--- src/rtl/st_skid_stage_pkg.sv ---
// Shared constants for the skid-stage slices: FSM state encoding and the
// occupancy-count width helper.
package st_skid_stage_pkg;

    localparam logic [1:0] ST_EMPTY = 2'b00;
    localparam logic [1:0] ST_BUSY  = 2'b01;
    localparam logic [1:0] ST_FULL  = 2'b10;

    // Count must hold 0..2*dp; never narrower than one bit, even for dp=0.
    function automatic int calc_cw(input int dp);
        int w;
        w = $clog2(2 * dp + 1);
        return (w < 1) ? 1 : w;
    endfunction

endpackage

--- src/rtl/st_skid_stage_slice.sv ---
// One skid slice (main + skid register, 3-state FSM) and the enabled,
// async-reset register it is built from.
module reg_enrs #(
    parameter int W = 8
) (
    input  logic         clk,
    input  logic         rst,
    input  logic         en,
    input  logic [W-1:0] d,
    output logic [W-1:0] q
);

    always_ff @(posedge clk or negedge rst) begin
        if (!rst) begin
            q <= '0;
        end else if (en) begin
            q <= d;
        end
    end

endmodule

module st_skid_slice
    import st_skid_stage_pkg::*;
#(
    parameter int DW = 32
) (
    input  logic          clk,
    input  logic          rst,
    input  logic          i_vld,
    output logic          i_rdy,
    input  logic [DW-1:0] data_i,
    output logic          o_vld,
    input  logic          o_rdy,
    output logic [DW-1:0] data_o,
    output logic [1:0]    occ
);

    logic [1:0]    state;
    logic [1:0]    state_nxt;
    logic          in_hs;
    logic          out_hs;
    logic          main_en;
    logic          skid_en;
    logic [DW-1:0] main_d;
    logic [DW-1:0] skid_q;

    // Both handshake qualifiers decode straight from the state flops, so
    // nothing combinational reaches i_rdy or o_vld from the ports.
    assign i_rdy  = (state != ST_FULL);
    assign o_vld  = (state == ST_BUSY) || (state == ST_FULL);
    assign in_hs  = i_vld & i_rdy;
    assign out_hs = o_vld & o_rdy;
    assign occ    = {state == ST_FULL, state == ST_BUSY};

    always_comb begin
        state_nxt = state;
        main_en   = 1'b0;
        skid_en   = 1'b0;
        case (state)
            ST_BUSY: begin
                if (in_hs && !out_hs) begin
                    skid_en   = 1'b1;
                    state_nxt = ST_FULL;
                end else if (out_hs && !in_hs) begin
                    state_nxt = ST_EMPTY;
                end else if (in_hs && out_hs) begin
                    main_en   = 1'b1;
                end
            end
            ST_FULL: begin
                if (out_hs) begin
                    main_en   = 1'b1;
                    state_nxt = ST_BUSY;
                end
            end
            default: begin
                // Covers EMPTY and the unreachable 2'b11, which behaves as EMPTY.
                state_nxt = ST_EMPTY;
                if (in_hs) begin
                    main_en   = 1'b1;
                    state_nxt = ST_BUSY;
                end
            end
        endcase
    end

    assign main_d = (state == ST_FULL) ? skid_q : data_i;

    always_ff @(posedge clk or negedge rst) begin
        if (!rst) begin
            state <= ST_EMPTY;
        end else begin
            state <= state_nxt;
        end
    end

    reg_enrs #(.W(DW)) u_main (
        .clk (clk),
        .rst (rst),
        .en  (main_en),
        .d   (main_d),
        .q   (data_o)
    );

    reg_enrs #(.W(DW)) u_skid (
        .clk (clk),
        .rst (rst),
        .en  (skid_en),
        .d   (data_i),
        .q   (skid_q)
    );

endmodule

--- src/rtl/st_skid_stage.sv ---
// Full-throughput valid/ready register slice chained DP deep; registers both
// the forward (valid/data) and backward (ready) paths.
module st_skid_stage
    import st_skid_stage_pkg::*;
#(
    parameter  int DW = 32,
    parameter  int DP = 1,
    localparam int CW = calc_cw(DP)
) (
    input  logic          clk,
    input  logic          rst,
    input  logic          i_vld,
    output logic          i_rdy,
    input  logic [DW-1:0] data_i,
    output logic          o_vld,
    input  logic          o_rdy,
    output logic [DW-1:0] data_o,
    output logic [CW-1:0] cnt
);

    generate
        if (DP == 0) begin : g_pass
            logic unused_clk_rst;
            assign unused_clk_rst = clk ^ rst;
            assign o_vld  = i_vld;
            assign i_rdy  = o_rdy;
            assign data_o = data_i;
            assign cnt    = '0;
        end else begin : g_chain
            logic          vld  [0:DP];
            logic          rdy  [0:DP];
            logic [DW-1:0] data [0:DP];
            logic [1:0]    occ  [0:DP-1];

            assign vld[0]  = i_vld;
            assign i_rdy   = rdy[0];
            assign data[0] = data_i;
            assign o_vld   = vld[DP];
            assign rdy[DP] = o_rdy;
            assign data_o  = data[DP];

            for (genvar k = 0; k < DP; k++) begin : g_slice
                st_skid_slice #(.DW(DW)) u_slice (
                    .clk    (clk),
                    .rst    (rst),
                    .i_vld  (vld[k]),
                    .i_rdy  (rdy[k]),
                    .data_i (data[k]),
                    .o_vld  (vld[k+1]),
                    .o_rdy  (rdy[k+1]),
                    .data_o (data[k+1]),
                    .occ    (occ[k])
                );
            end

            always_comb begin
                cnt = '0;
                for (int k = 0; k < DP; k++) begin
                    cnt = cnt + CW'(occ[k]);
                end
            end
        end
    endgenerate

endmodule

--- config.mk ---
export PLATFORM = sky130hd
export DESIGN_NAME = st_skid_stage
export DESIGN_NICKNAME = d
export VERILOG_FILES = /design/src/rtl/st_skid_stage_pkg.sv /design/src/rtl/st_skid_stage_slice.sv /design/src/rtl/st_skid_stage.sv
export SDC_FILE = /design/constraint.sdc
export NUM_CORES = 1
export LEC_CHECK = 0
export ABC_AREA = 1
export ABC_CLOCK_PERIOD_IN_PS = 1400
export CAP_MARGIN = 20
export CORE_ASPECT_RATIO = 1.2
export CORE_MARGIN = 1
export CORE_UTILIZATION = 45
export DETAILED_ROUTE_END_ITERATION = 10
export GPL_TIMING_DRIVEN = 0
export HOLD_SLACK_MARGIN = 0.08
export PLACE_DENSITY = 0.84
export SLEW_MARGIN = 20
export SYNTH_ARGS = -nofsm -noshare
export SYNTH_HDL_FRONTEND = slang
export SYNTH_SLANG_ARGS = --single-unit
--- constraint.sdc ---
create_clock -name clk -period 1.4 [get_ports clk]
set_input_delay 0.28 -clock clk [delete_from_list [all_inputs] [get_ports clk]]
set_output_delay 0.28 -clock clk [all_outputs]
set_load 0.01 [all_outputs]
Word level (Yosys, flattened, before mapping)

Index checks and enable logic that the tools add are counted.

Register bits after elaboration: 66
Input bits: 36
Output and inout bits: 36
Logic and storage cells: 31

Equal/unequal tests: 5
Multiplexer cells: 14
Bitwise gates (word level): 2
Reduce and logical (&&, ||, !) cells: 7

Operators with widths:

| operator           | count |
|---|---|
| $mux 32            | 1 |
| $mux 1             | 8 |
| $mux 2             | 3 |
| $pmux 2 s2         | 1 |
| $logic_and 1x1->1  | 3 |
| $ne 3x1->1 const B | 1 |
| $and 1x1->1        | 2 |
| $eq 2x1->1 const B | 1 |
| $eq 2x2->1 const B | 1 |
| $logic_not 1->1    | 2 |
| $ne 2x1->1 const B | 1 |
| $ne 2x2->1 const B | 1 |
| $pmux 1 s2         | 1 |
| $reduce_and 2->1   | 1 |
| $logic_or 1x1->1   | 1 |

Logic depth before layout (Yosys ltp)

Word-level depth: 8
Depth in mapped cells: 10
Mapped depth without buffers: 9

Cells and area by module

Synthesis repeated with hierarchy kept, for this count alone.

Cells, all modules: 405
Area, all modules: 3184.3 um2

Modules (own cells, without submodules):

| module        | times used | cells each | area an instance (um2) | sequential area each (um2) |
|---|---|---|---|---|
| reg_enrs      | 2          | 136        | 1292.5                 | 800.8 |
| st_skid_slice | 1          | 133        | 599.3                  | 50.0 |

Least setup slack after synthesis

No wires, ideal clock.

Path kind: register to register
Start: register g_chain.g_slice[0].u_slice.state[0]
End: register g_chain.g_slice[0].u_slice.u_main.q[22]
Library setup time: 127 ps
Data arrival time: 1339 ps
Data required time: 1273 ps
Setup slack: -65 ps
Cell stages (with the launch flop): 8
Buffers on the path: 1
Clock period less this slack: 1465 ps
Cell sequence: dfrtp_1 > inv_1 > ha_1 > nor2_2 > nand2_2 > nand2_8 > buf_2 > a21oi_1

Longest elaborated chain between the ends: 8
Elaborated cells between the ends (all ways): 18
Those cells by class: eq/ne (3); mux (7); bitwise (2); reduce/logical (6)

Ends and longest elaborated chain:

| element                                  | RTL line                                                                        | text |
|---|---|---|
| start, declared                          | st_skid_stage_slice.sv:39                                                       | `logic [1:0] state;` |
| start signal, assigned                   | st_skid_stage_slice.sv:94                                                       | `state <= state_nxt;` |
| $eq 2x1->1 or $eq 2x2->1 (tied branches) | st_skid_stage_slice.sv:51, st_skid_stage_slice.sv:60, st_skid_stage_slice.sv:88 |  |
| $logic_or 1x1->1                         | st_skid_stage_slice.sv:51                                                       | `assign o_vld = (state == ST_BUSY) \|\| (state == ST_FULL);` |
| $and 1x1->1                              | st_skid_stage_slice.sv:53                                                       | `assign out_hs = o_vld & o_rdy;` |
| $logic_and 1x1->1                        | st_skid_stage_slice.sv:67                                                       | `end else if (in_hs && out_hs) begin` |
| $mux 1                                   | st_skid_stage_slice.sv:67                                                       |  |
| $mux 1                                   | st_skid_stage_slice.sv:65                                                       | `end else if (out_hs && !in_hs) begin` |
| $mux 1                                   | st_skid_stage_slice.sv:62                                                       | `if (in_hs && !out_hs) begin` |
| $pmux 1 s2                               | st_skid_stage_slice.sv:60                                                       | `case (state)` |
| end signal, assigned                     | st_skid_stage_slice.sv:15                                                       | `q <= '0;` |
| end signal, assigned                     | st_skid_stage_slice.sv:17                                                       | `q <= d;` |
| end, declared                            | st_skid_stage_slice.sv:10                                                       | `output logic [W-1:0] q` |

Several ways; a longest one is shown, not always the timed one.
A chain may end at the register's enable or synchronous reset.

Final worst setup path

Start: register g_chain.g_slice[0].u_slice.state[0]
End: register g_chain.g_slice[0].u_slice.u_main.q[29]

Same word-level chain as after synthesis.

==> load_flow_metrics.sql <==
INSERT INTO impl_metrics (metric_group, metric, value, unit) VALUES
('status', 'run_status', 'finished with violations', ''),
('status', 'failed_checks', 'negative setup slack', ''),
('layout', 'final_core_utilization', '0.7575', ''),
('power_and_ir_drop', 'switchingPower', '4.161', 'mW'),
('place', 'place.detailed.hpwl', '5.075', 'mm'),
('yosys', 'synth.ff_latch_count', '66', ''),
('route', 'viasPerCell', '5.250', ''),
('route', 'detail_route.first_pass.iterations', '5', ''),
('layout', 'layout.cells.most_common_list', '66 x sky130_fd_sc_hd__dfrtp_1, 55 x sky130_fd_sc_hd__nand2_1, 34 x sky130_fd_sc_hd__clkdlybuf4s50_1, 33 x sky130_fd_sc_hd__inv_1', ''),
('clock_network', 'tritoncts', 'yes', ''),
('power_and_ir_drop', 'power.share.clock', '0.157', ''),
('floorplanning', 'starting_density', '0.4751', ''),
('layout', 'post_route_cells_drive_above_1_share', '0.3916', ''),
('grt', 'vias_in_the_first_global_route', '2896', ''),
('sta', 'timing_hold_violations_final', '0', ''),
('grt', 'grt_usage', '0.2552', ''),
('route', 'wire_per_inst', '17.27', 'um'),
('yosys', 'synthesis.area_per_instance', '9.146', 'um2'),
('critical_path', 'worst_setup_path_end_kind', 'flop', ''),
('power_and_ir_drop', 'share_comb_of_total_power', '0.511', ''),
('yosys', 'yosys.area.top_type', 'sky130_fd_sc_hd__dfrtp_1', ''),
('yosys', 'synth.top_cell.area_share', '0.5327', ''),
('yosys', 'synthesized_area', '3100', 'um2'),
('grt', 'grt_overflow_total', '0', ''),
('power_and_ir_drop', 'power.density', '2159', 'nW/um2'),
('sta', 'fmax', '603.5', 'MHz'),
('route', 'drc', '0', ''),
('layout', 'flow.area_growth_from_synthesis', '59.44', '%'),
('floorplanning', 'fp.coreArea', '6526', 'um2'),
('critical_path', 'critical_path.reg2reg.startpoint', 'g_chain.g_slice[0].u_slice.state[0]', ''),
('sta', 'worst_slew_pin_slew', '531.5', 'ps'),
('min_path', 'hold_path_class', 'in2async', ''),
('place', 'placement.cell_area', '3953', 'um2'),
('route', 'drt_first_iter_violations', '144', ''),
('power_and_ir_drop', 'cellLeakagePower', '2.286', 'nW'),
('floorplanning', 'die_w', '77.78', 'um'),
('grt', 'number_of_antenna_violations_at_the_first_check_in_global_routing', '0', ''),
('sta', 'final-setup-viol-count', '70', ''),
('sta', 'setup_slack', '-257.1', 'ps'),
('grt', 'maximum_number_of_pins_on_one_net_before_global_route_repair', '35', ''),
('sta', 'final_max_tran_viols', '0', ''),
('critical_path', 'worstPathMaxFanout', '8', ''),
('clock_network', 'clkSinkCount', '66', ''),
('sta', 'period_share', '1.184', ''),
('power_and_ir_drop', 'power_switching_share', '0.3899', ''),
('yosys', 'syn_inst', '339', ''),
('sta', 'finalWorstPathRequiredPeriod', '1657', 'ps'),
('critical_path', 'critPathRequiredTime', '1630', 'ps'),
('sta', 'slew_headroom', '0.6456', ''),
('clock_network', 'clock_tree.htree_level_count', '3', ''),
('power_and_ir_drop', 'p_int', '6.511', 'mW'),
('floorplanning', 'die-height', '92.93', 'um'),
('layout', 'finalNetCount', '486', ''),
('place', 'port-buffer-count', '71', ''),
('layout', 'fin_area', '4943', 'um2'),
('place', 'place.gp.congestion', '0.8498', ''),
('power_and_ir_drop', 'maximum_ir_drop_on_the_vdd_rail', '1.232', 'mV'),
('clock_network', 'clockBufferDepth', '2', ''),
('yosys', 'synth.lib_cells_used.distinct', '23', ''),
('grt', 'global_route_wire_length_before_repair', '13.94', 'mm'),
('floorplanning', 'row_count', '32', ''),
('sta', 'finClkSkew', '6.588', 'ps'),
('clock_network', 'clkTransAtPathRegs', '70', 'ps'),
('critical_path', 'worst-r2r-setup-slack', '-260', 'ps'),
('clock_network', 'cts_root_buffer', 'sky130_fd_sc_hd__clkbuf_8', ''),
('clock_network', 'numCtsBuffers', '9', ''),
('yosys', 'syn_nets', '377', ''),
('floorplanning', 'number_of_top_level_pins', '72', ''),
('layout', 'most_common_cell_after_layout_fill_and_taps_aside', 'sky130_fd_sc_hd__dfrtp_1', ''),
('critical_path', 'timing.reg2reg.worst_path_depth', '10', ''),
('critical_path', 'worst_r2r_endpoint', 'g_chain.g_slice[0].u_slice.u_main.q[29]', '');
[per-stage QoR]
step / hold slack (ps) / std cells / setup WS, ps / TNS [ps]
4_1_cts: 414.9 / 529 / -224.0 / -11690
6_report: 411.5 / 537 / -257.1 / -11530
3_5_place_dp: 248.5 / 496 / -547.7 / -17560
5_1_grt: 450.8 / 537 / -299.1 / -14600
2_1_floorplan: -15.59 / 339 / 33.43 / 0
3_3_place_gp: 458.0 / 495 / -2118 / -155190
[cells by family after synthesis]
logic type               after synthesis  share of synthesized area
AO/OA/AOI/OAI                         97                     0.1953
adder cells (fa/ha/maj)                2                   0.008070
buffers and inverters                 58                     0.1037
flip-flops                            66                     0.5327
AND/OR/NAND/NOR                      116                     0.1602
[flip-flops by register name (all words and copies together), names as in the netlist]
register / flops
g_chain.g_slice.u_slice.state: 2
g_chain.g_slice.u_slice.u_main.q: 32
g_chain.g_slice.u_slice.u_skid.q: 32
[synthesized netlist by cell type]
master and n:
sky130_fd_sc_hd__ha_1 2, sky130_fd_sc_hd__dfrtp_1 66, sky130_fd_sc_hd__nor2_2 1, sky130_fd_sc_hd__nand3_4 1
sky130_fd_sc_hd__o21ai_2 20, sky130_fd_sc_hd__buf_2 2, sky130_fd_sc_hd__inv_2 4, sky130_fd_sc_hd__nor2_1 32
sky130_fd_sc_hd__inv_1 35, sky130_fd_sc_hd__buf_4 1, sky130_fd_sc_hd__nand2_1 75, sky130_fd_sc_hd__nand2_4 2
sky130_fd_sc_hd__nand2_8 1, sky130_fd_sc_hd__o21ai_0 33, sky130_fd_sc_hd__o21ai_1 12, sky130_fd_sc_hd__nand2_2 1
sky130_fd_sc_hd__a21oi_2 12, sky130_fd_sc_hd__clkbuf_1 3, sky130_fd_sc_hd__nand4_1 1, sky130_fd_sc_hd__a21oi_1 20
sky130_fd_sc_hd__nor2_4 1, sky130_fd_sc_hd__buf_6 13, sky130_fd_sc_hd__nand3_1 1
[what timing repair did]
item | in CTS | in global routing
pin swaps | 5 | 10
hold endpoints to repair | 32 | 0
setup buffers | 13 | 5
gates resized for setup | 107 | 81
gates cloned | 4 | 3
hold buffers | 1 | 0
setup endpoints to repair | 102 | 70
[cell type report]
type / count / area, um2
fillers: 399 / 1583
flip-flops and latches: 66 / 1652
multi-input cells: 216 / 1523
plain buffers: 19 / 262.8
repair buffers: 97 / 1045
inverters: 39 / 151.4
well taps: 85 / 106.4
clock inverters: 2 / 35.03
clock buffers: 13 / 168.9
[power by group through the flow]
stage | Combinational, mW | Sequential, mW | Clock (mW)
4_1_cts | 4.40 | 3.36 | 1.68
6_report | 5.45 | 3.55 | 1.67
5_1_grt | 5.82 | 3.64 | 1.77
3_3_place_gp | 3.74 | 3.27 | 0
2_1_floorplan | 2.10 | 3.44 | 0
3_5_place_dp | 3.87 | 3.32 | 0
[per-layer routing]
metal | GRT usage | part of all wire
met5 | 0 | 0
met3 | 0.05911 | 0.055
met2 | 0.4395 | 0.53
met4 | 0.1211 | 0.033
met1 | 0.2987 | 0.38
[worst max-delay path: stages, from the launching register on]
cell	delay [ps]
sky130_fd_sc_hd__dfrtp_1	400
sky130_fd_sc_hd__buf_6	130
sky130_fd_sc_hd__buf_6	110
sky130_fd_sc_hd__ha_4	170
sky130_fd_sc_hd__nand2_2	80
sky130_fd_sc_hd__nand2_2	70
sky130_fd_sc_hd__nand2_4	100
sky130_fd_sc_hd__nand2_8	120
sky130_fd_sc_hd__clkbuf_16	190
sky130_fd_sc_hd__nor2_4	120
sky130_fd_sc_hd__a21oi_2	40
[worst max path at each step]
| stage | startpoint | endpoint | slack [ps] | depth (start not counted) |
|---|---|---|---|---|
| after floorplan | g_chain.g_slice[0].u_slice.state[0] | g_chain.g_slice[0].u_slice.u_skid.q[29] | 30 | 8 |
| after global placement | rst | g_chain.g_slice[0].u_slice.u_main.q[18] | -2120 | 1 |
| after detailed placement | g_chain.g_slice[0].u_slice.state[0] | i_rdy | -550 | 6 |
| after CTS | g_chain.g_slice[0].u_slice.state[0] | i_rdy | -220 | 6 |
| after global routing | g_chain.g_slice[0].u_slice.state[0] | g_chain.g_slice[0].u_slice.u_main.q[29] | -300 | 10 |
| final | g_chain.g_slice[0].u_slice.state[0] | g_chain.g_slice[0].u_slice.u_main.q[29] | -260 | 10 |
Power figures use the tool's default switching activity.
